`src/rtl/dsm_pkg.sv`:
```
// Shared constants and helpers for the MASH delta-sigma DAC: dither LFSR constants,
// order clamping and the per-stage noise-cancellation term.
package dsm_pkg;

  localparam int MAX_STAGES = 4;
  localparam int TERM_W     = 8;

  // Galois LFSR, right shifting; low LFSR_W bits are used by the modulator.
  localparam logic [31:0] LFSR_POLY = 32'h0000_B400;
  localparam logic [31:0] LFSR_SEED = 32'h0000_ACE1;

  function automatic logic [2:0] clamp_order(input logic [2:0] cfg, input int stages);
    if (cfg == 3'd0 || int'(cfg) > stages) return 3'(stages);
    return cfg;
  endfunction

  // Stage k (0-based) contributes (1 - z^-1)^k applied to its carry history.
  function automatic logic signed [TERM_W-1:0] cancel_term(
    input int   k,
    input logic c0,
    input logic c1,
    input logic c2,
    input logic c3
  );
    logic signed [TERM_W-1:0] t0, t1, t2, t3;
    t0 = {{(TERM_W-1){1'b0}}, c0};
    t1 = {{(TERM_W-1){1'b0}}, c1};
    t2 = {{(TERM_W-1){1'b0}}, c2};
    t3 = {{(TERM_W-1){1'b0}}, c3};
    case (k)
      0:       return t0;
      1:       return t0 - t1;
      2:       return t0 - t1 - t1 + t2;
      3:       return t0 - t1 - t1 - t1 + t2 + t2 + t2 - t3;
      default: return '0;
    endcase
  endfunction

endpackage

```
`src/rtl/dsm_acc_stage.sv`:
```
// One first-order accumulator stage: adds its input to the running sum and
// emits the overflow as a one-bit carry.
module dsm_acc_stage #(
  parameter int WIDTH = 16
) (
  input  logic             clk,
  input  logic             rst,
  input  logic             en,
  input  logic [WIDTH-1:0] addend,
  input  logic             lsb_add,
  output logic [WIDTH-1:0] acc_next,
  output logic             carry
);

  logic [WIDTH-1:0] acc;
  logic [WIDTH:0]   sum;

  always_comb begin
    sum      = {1'b0, acc} + {1'b0, addend} + {{WIDTH{1'b0}}, lsb_add};
    acc_next = en ? sum[WIDTH-1:0] : '0;
  end

  // A disabled stage is held at zero so it rejoins later from a clean state.
  always_ff @(posedge clk) begin
    if (rst || !en) begin
      acc   <= '0;
      carry <= 1'b0;
    end else begin
      {carry, acc} <= sum;
    end
  end

endmodule

```
`src/rtl/axis_mash_dsm_dac.sv`:
```
// MASH 1-1(-1..) delta-sigma DAC modulator with run-time order select, LFSR dither,
// OSR-paced AXIS sample acceptance and sticky underrun detection.
module axis_mash_dsm_dac
  import dsm_pkg::*;
#(
  parameter  int WIDTH  = 16,
  parameter  int STAGES = 2,
  parameter  int OSR    = 64,
  parameter  int LFSR_W = 16,
  localparam int OUT_W  = STAGES + 1
) (
  input  logic                    aclk,
  input  logic                    arst,
  input  logic signed [WIDTH-1:0] s_axis_data_tdata,
  input  logic                    s_axis_data_tvalid,
  output logic                    s_axis_data_tready,
  input  logic [2:0]              cfg_order,
  input  logic                    cfg_dither_en,
  output logic signed [OUT_W-1:0] m_axis_data_tdata,
  output logic                    m_axis_data_tvalid,
  output logic                    underrun
);

  localparam int CNT_W = (OSR > 1) ? $clog2(OSR) : 1;

  logic [CNT_W-1:0]         osr_cnt;
  logic signed [WIDTH-1:0]  sample_reg, sample_eff;
  logic [2:0]               order_reg, order_eff;
  logic                     dither_reg, dither_eff;
  logic [LFSR_W-1:0]        lfsr;
  logic [WIDTH-1:0]         u;
  logic [STAGES-1:0]        stage_en, carry, dly1, dly2, dly3;
  logic [WIDTH-1:0]         acc_next [STAGES];
  logic signed [TERM_W-1:0] y_sum;
  logic                     unused_tail;

  // On a strobe the new sample, order and dither setting drive this very update.
  always_comb begin
    sample_eff = sample_reg;
    order_eff  = order_reg;
    dither_eff = dither_reg;
    if (s_axis_data_tready) begin
      if (s_axis_data_tvalid) sample_eff = s_axis_data_tdata;
      order_eff  = clamp_order(cfg_order, STAGES);
      dither_eff = cfg_dither_en;
    end
    u = {~sample_eff[WIDTH-1], sample_eff[WIDTH-2:0]};
    for (int k = 0; k < STAGES; k++) stage_en[k] = (k < int'(order_eff));
  end

  for (genvar k = 0; k < STAGES; k++) begin : g_stage
    logic [WIDTH-1:0] addend;
    logic             lsb_add;
    if (k == 0) begin : g_first
      assign addend  = u;
      assign lsb_add = lfsr[0] & dither_eff;
    end else begin : g_next
      assign addend  = acc_next[k-1];
      assign lsb_add = 1'b0;
    end
    dsm_acc_stage #(.WIDTH(WIDTH)) u_acc (
      .clk      (aclk),
      .rst      (arst),
      .en       (stage_en[k]),
      .addend   (addend),
      .lsb_add  (lsb_add),
      .acc_next (acc_next[k]),
      .carry    (carry[k])
    );
  end

  assign unused_tail = ^acc_next[STAGES-1];

  always_comb begin
    y_sum = '0;
    for (int k = 0; k < STAGES; k++)
      y_sum = y_sum + cancel_term(k, carry[k], dly1[k], dly2[k], dly3[k]);
  end

  // Carry delay lines of disabled stages clear together with their accumulators.
  always_ff @(posedge aclk) begin
    if (arst) begin
      osr_cnt            <= '0;
      s_axis_data_tready <= 1'b0;
      sample_reg         <= '0;
      order_reg          <= clamp_order(3'd0, STAGES);
      dither_reg         <= 1'b0;
      lfsr               <= LFSR_SEED[LFSR_W-1:0];
      dly1               <= '0;
      dly2               <= '0;
      dly3               <= '0;
      m_axis_data_tdata  <= '0;
      m_axis_data_tvalid <= 1'b0;
      underrun           <= 1'b0;
    end else begin
      osr_cnt            <= (osr_cnt == CNT_W'(OSR - 1)) ? '0 : osr_cnt + CNT_W'(1);
      s_axis_data_tready <= (osr_cnt == CNT_W'(OSR - 1));
      sample_reg         <= sample_eff;
      order_reg          <= order_eff;
      dither_reg         <= dither_eff;
      if (s_axis_data_tready && !s_axis_data_tvalid) underrun <= 1'b1;
      lfsr               <= {1'b0, lfsr[LFSR_W-1:1]} ^ (lfsr[0] ? LFSR_POLY[LFSR_W-1:0] : '0);
      dly1               <= carry & stage_en;
      dly2               <= dly1 & stage_en;
      dly3               <= dly2 & stage_en;
      m_axis_data_tdata  <= y_sum[OUT_W-1:0];
      m_axis_data_tvalid <= 1'b1;
    end
  end

endmodule

```
`config.mk`:
```
export PLATFORM = sky130hd
export DESIGN_NAME = axis_mash_dsm_dac
export DESIGN_NICKNAME = d
export VERILOG_FILES = /design/src/rtl/dsm_pkg.sv /design/src/rtl/dsm_acc_stage.sv /design/src/rtl/axis_mash_dsm_dac.sv
export SDC_FILE = /design/constraint.sdc
export NUM_CORES = 1
export LEC_CHECK = 0
export ABC_AREA = 1
export CORE_UTILIZATION = 54
export DETAILED_ROUTE_END_ITERATION = 8
export PLACE_DENSITY = 0.77
export SLEW_MARGIN = 40
export SYNTH_ARGS = -nofsm -noshare
export SYNTH_HDL_FRONTEND = slang
export SYNTH_SLANG_ARGS = --single-unit
export TNS_END_PERCENT = 50
```
`constraint.sdc`:
```
create_clock -name aclk -period 3.8 [get_ports aclk]
set_input_delay 0.76 -clock aclk [delete_from_list [all_inputs] [get_ports aclk]]
set_output_delay 0.76 -clock aclk [all_outputs]
set_load 0.02 [all_outputs]
```
# == Word-level counts from Yosys, hierarchy flattened ==
# Index checks and enable logic that the tools add are counted.
# op_classes
addsub,6
n_bitwise,4
mux,11
n_reduce_logical,9
n_lt_le_gt_ge,3
n_eq_ne,1
# ops
op,n
16-bit two-way mux,4
16-bit by 16-bit adder with 17-bit output,2
17-bit by 1-bit adder with 17-bit output,1
15-bit by 16-bit XOR with 16-bit output,1
3-bit two-way mux,3
6-bit by 1-bit adder with 6-bit output (second input constant),1
6-bit == test (second input constant),1
1-bit by 3-bit less-than comparator with 1-bit output (first input constant),2
1-bit two-way mux,4
2-bit by 2-bit adder with 3-bit output,1
3-bit by 2-bit greater-than comparator with 1-bit output (second input constant),1
1-bit zero test,3
3-bit zero test,1
1-bit logical OR,3
2-bit AND,1
2-bit OR reduction,1
1-bit by 1-bit subtractor with 2-bit output,1
1-bit AND,1
1-bit logical AND,1
1-bit inverter,1
# word_totals
regBits,84
output_inout_bits,6
wordCells,48
inputBits,23

# == Logic depth before layout (Yosys ltp) ==
# depth
depth_word,9
mapped_depth,26
mapped_depth_nobuf,25

# == Cells and area by module ==
# From an unflattened synthesis, not the netlist that was laid out.
# unflattened
cells_unflattened,698
area_unflattened_um2,4812.1
# modules_own_cells
mod,area_each_um2,cells_per_inst,instances
dsm_acc_stage,1453.9,239,2
axis_mash_dsm_dac,1904.3,220,1

# == Worst setup path before layout ==
# No wires, ideal clock.
# synth_timing
path_type,input-to-reg
start,in s_axis_data_tvalid
end,reg g_stage[1].u_acc.acc[13]
arrival_time_ns,3.519
cell_stages,23
slack_ns,0.168
cell_sequence,nand2_1 -> clkbuf_1 -> o21ai_0 -> inv_1 -> fa_1 -> inv_1 -> fa_1 -> inv_1 -> nand3_1 -> nand3_1 -> a21oi_1 -> xor2_1 -> nor2_1 -> ha_1 -> nand2_1 -> inv_1 -> nand2_1 -> nor3_1 -> nand2_1 -> nand2_1 -> nand2_1 -> nand2_1 -> nor2_1
# synth_between
elab_chain_cells,6
# synth_lines
element,line_no,rtl
"start, declared",axis_mash_dsm_dac.sv:15,"input logic s_axis_data_tvalid,"
16-bit two-way mux,axis_mash_dsm_dac.sv:43,if (s_axis_data_tvalid) sample_eff = s_axis_data_tdata;
16-bit two-way mux,axis_mash_dsm_dac.sv:42,if (s_axis_data_tready) begin
net g_stage[0].addend[0],axis_mash_dsm_dac.sv:52,logic [WIDTH-1:0] addend;
16-bit by 16-bit adder with 17-bit output,dsm_acc_stage.sv:19,"sum = {1'b0, acc} + {1'b0, addend} + {{WIDTH{1'b0}}, lsb_add};"
17-bit by 1-bit adder with 17-bit output,dsm_acc_stage.sv:19,
16-bit two-way mux,dsm_acc_stage.sv:20,acc_next = en ? sum[WIDTH-1:0] : '0;
16-bit by 16-bit adder with 17-bit output,dsm_acc_stage.sv:19,
"end signal, assigned",dsm_acc_stage.sv:29,"{carry, acc} <= sum;"
"end, declared",dsm_acc_stage.sv:15,logic [WIDTH-1:0] acc;
# The timed path passes the listed nets, and every way through them passes these cells.
# A chain may end at the register's enable or synchronous reset.

# == Worst setup path in the final report ==
# layout_timing
start,in s_axis_data_tdata[0]
end,reg g_stage[1].u_acc.acc[15]
# layout_between
elab_chain_cells,6
# layout_lines
element,line_no,rtl
"start, declared",axis_mash_dsm_dac.sv:14,"input logic signed [WIDTH-1:0] s_axis_data_tdata,"
16-bit two-way mux,axis_mash_dsm_dac.sv:43,
16-bit two-way mux,axis_mash_dsm_dac.sv:42,
net g_stage[0].addend[0],axis_mash_dsm_dac.sv:52,
16-bit by 16-bit adder with 17-bit output,dsm_acc_stage.sv:19,
17-bit by 1-bit adder with 17-bit output,dsm_acc_stage.sv:19,
16-bit two-way mux,dsm_acc_stage.sv:20,
16-bit by 16-bit adder with 17-bit output,dsm_acc_stage.sv:19,
# The timed path passes the listed nets, and every way through them passes these cells.

==> impl_results.md <==
* Status: finished, final reports clean
* Max Slew Vio Count at 0
* Crit path cell chain: clkdlybuf4s50_1 -> o21ai_2 -> inv_1 -> fa_1 -> inv_1 -> fa_2 -> inv_1 -> nand3_1 -> nand3_2 -> buf_4 -> xnor2_4 -> nor2_1 -> ha_1 -> nand2_1 -> nand2_1 -> a21oi_2 -> nand2_2 -> nand2_1 -> nand2_1 -> nand2_1 -> nand2_1 -> nor2_1
* Crit path kind: in -> reg
* F_max at approximately 280 MHz
* Worst-skew pair later-pin latency at approximately 0.37 ns
* H-tree depth at 3
* Rows at 33
* Clock sink total at 83
* CP max FO at 4
* Area leader, netlist: dfxtp_1
* Clock buffer depth at 2
* Synthesis Warnings at 0
* All-Layer GR Usage at between 20% and 30%
* Core area at around 0.008 sq mm
* Min-delay worst type: reg -> reg
* Static Leak at around 0.0031 uW
* Share of cells above drive strength 1 at between 15 and 20%
* Maxcap violations at 0
* Total CTS buffers at 9
* DRT Pass-1 Iters at 5
* Top cells by area, synth: dfxtp_1 37%, nand2_1 15%, inv_1 11%, ha_1 9.7%, nor2_1 8.1%
* Via count at approximately 4,200
* Largest net degree at the start of global routing at 43
* Worst Clk Skew at approximately 0.012 ns
* DR WL/cell at approximately 11 um
* Area Growth Syn to Fin at 25.1%
* CP top delay family: adder cells
* Die footprint at about 0.0088 sq mm
* Net count reported at finish at between 800 and 900
* Critical Path Source Type: primary input
* Synth Area per Inst at 6.72 sq um
* Slowest CP cell: clkdlybuf4s50_1
* Die X at roughly 94 um
* CTS tree: built
* Starting Density at a little under three fifths
* Most frequent CP cell: nand2_1
* Initial antenna violation count at 0
* Synth cell count leaders: 183 x nand2_1, 128 x inv_1, 98 x nor2_1
* # diodes at 0
* Vias in the first global route at between 3,000 and 4,000
* Critical Path RT at a little over 4 ns
* Post-synth EDFFs at 0
* Power density over cell area at roughly 280 mW/mm^2
* DR iter-0 viols at between 100 and 150
* Synth cell types at 29
* Mapped Area at roughly 0.0045 sq mm
* Maximum VDD drop at 0.150 mV
* Post-DRT Antenna Nets at 0
* Hold Vio Cnt, Final at 0
* CP Depth at 22
* Wire length of the first global-routing pass at 16,500 um
* Async S/R FF share, synth at 0%
* Root buf cell: clkbuf_8
* GP Congestion at ~0.95
* Slowest cell delay on critical path at around 0.44 ns
* Register area share after synthesis at 36.7%
* Io pins at 29
* CP endpoint kind: flip-flop
* Relative slew slack at between 70% and 80%
* Cell count after synthesis at 674
* Final period utilization at between 90% and 100%
* Buffer and inverter count on the worst path at 5
* Syn_nets at 735
* Gr ovfl total at 0
* Top cell type's share of synthesized area at between 30% and 40%
* Top FF cell, synth: dfxtp_1
* Die height at 93.6 um
* Hold depth at 2
* Overall power at 1590 uW
* Arr. time, crit path at 3.90 ns
* Worst-Margin Slew at 0.396 ns
* Cell with the most instances after synthesis: nand2_1
* Min cycle time layout at around 3.6 ns
* DRC at 0
* Setup violations, final at 0
* Count of port buffers added during placement at 28
* Drt total wl at ~9900 um
* Clock transition at path regs at 0.09 ns
* Vias/cell at about 4.8
* Hpwl dp at 7480 um
* Max FFs per register at 32
* Yosys reg bits at just over 80
* Design area at between 0.005 and 0.006 sq mm
* DP Area at 0.00532 sq mm
* Reg2Reg Depth at 21
==> through the flow <==
step / setup slack (ns) / instances / setup TNS (ns) / hold slack [ns] / utilization [%]
floorplan: 0.168 / 674 / 0 / 0.388 / -
global placement: -0.422 / 854 / -4.43 / 0.390 / 65.1
detailed placement: -0.483 / 854 / -5.14 / 0.396 / 65.1
CTS: 0.0171 / 870 / 0 / 0.413 / 67.6
global route: -0.0347 / 873 / -0.0673 / 0.430 / 69.3
finish: 0.199 / 873 / 0 / 0.411 / 69.3
==> report_power, final <==
| part | total, uW | internal [uW] | switching [uW] | leakage (uW) |
|---|---|---|---|---|
| sequential | 896 | 889 | 7.18 | 0.000675 |
| clock | 607 | 248 | 359 | 0.0000921 |
| combinational | 83.8 | 43.1 | 40.8 | 0.00234 |
==> final timing paths <==
kind | from | end | slack [ns]
worst min register to register | lfsr[15] | lfsr[14] | 0.41
worst max register to register | s_axis_data_tready | g_stage[1].u_acc.acc[12] | 0.38
worst max-delay path | s_axis_data_tdata[0] | g_stage[1].u_acc.acc[15] | 0.20
worst min-delay path | lfsr[15] | lfsr[14] | 0.41
==> what timing repair did <==
item	4_1_cts	5_1_grt
setup buffers	0	3
resized for setup	9	32
endpoints found under the setup margin	10	13
pin swaps	1	10
cloned	0	0
hold buffers	0	0
==> per-layer routing <==
metal  up-vias  global-route usage [%]  routed length, um  part of all wire [%]
met5         -                       0                  0                     0
met4         0                    10.3                250                   2.5
met3        21                    4.15                359                   3.6
met2        71                    41.2               4610                    47
met1      1850                    29.6               4660                    47
li1       2229                       -                  -                     -
==> tightest hold or removal path: stages (launching register included) <==
cell	delay, ns
dfxtp_1	0.31
inv_1	0.04
nor2_1	0.03
==> cell usage in the layout (no fill, tap or decap), types with 3 or more instances in the layout <==
cell / n
or2_2: 7
clkdlybuf4s50_1: 27
nand3_1: 21
nand3b_1: 6
o21ai_1: 5
nor2_1: 95
dfxtp_1: 83
buf_4: 60
nor2_2: 3
o21ai_0: 13
nand2_1: 177
a21oi_2: 4
xor2_1: 3
nor3_2: 3
nand2_2: 13
nor3_1: 4
xnor2_1: 5
a21oi_1: 32
inv_1: 128
o21ai_2: 4
clkbuf_8: 9
nand4_1: 4
ha_1: 31
nor3b_1: 3
==> layout make-up <==
cell class / count / area, sq um
fill: 686 / 2510
sequential: 83 / 1660
inverter: 129 / 484
multi-input combinational: 451 / 2450
timing repair buffer: 89 / 753
clock buffer: 9 / 124
clock inverter: 7 / 58.8
tap: 105 / 131
==> logic make-up after synthesis <==
group / Yosys count / synth area share [%]
flip-flops: 83 / 36.7
adder cells (fa/ha/maj): 38 / 11.0
buffers and inverters: 140 / 11.9
XOR/XNOR: 9 / 1.74
multiplexers: 2 / 0.442
AND/OR/NAND/NOR: 343 / 31.6
AO/OA/AOI/OAI: 59 / 6.66
Note: power is estimated with default switching activity, not from simulation.
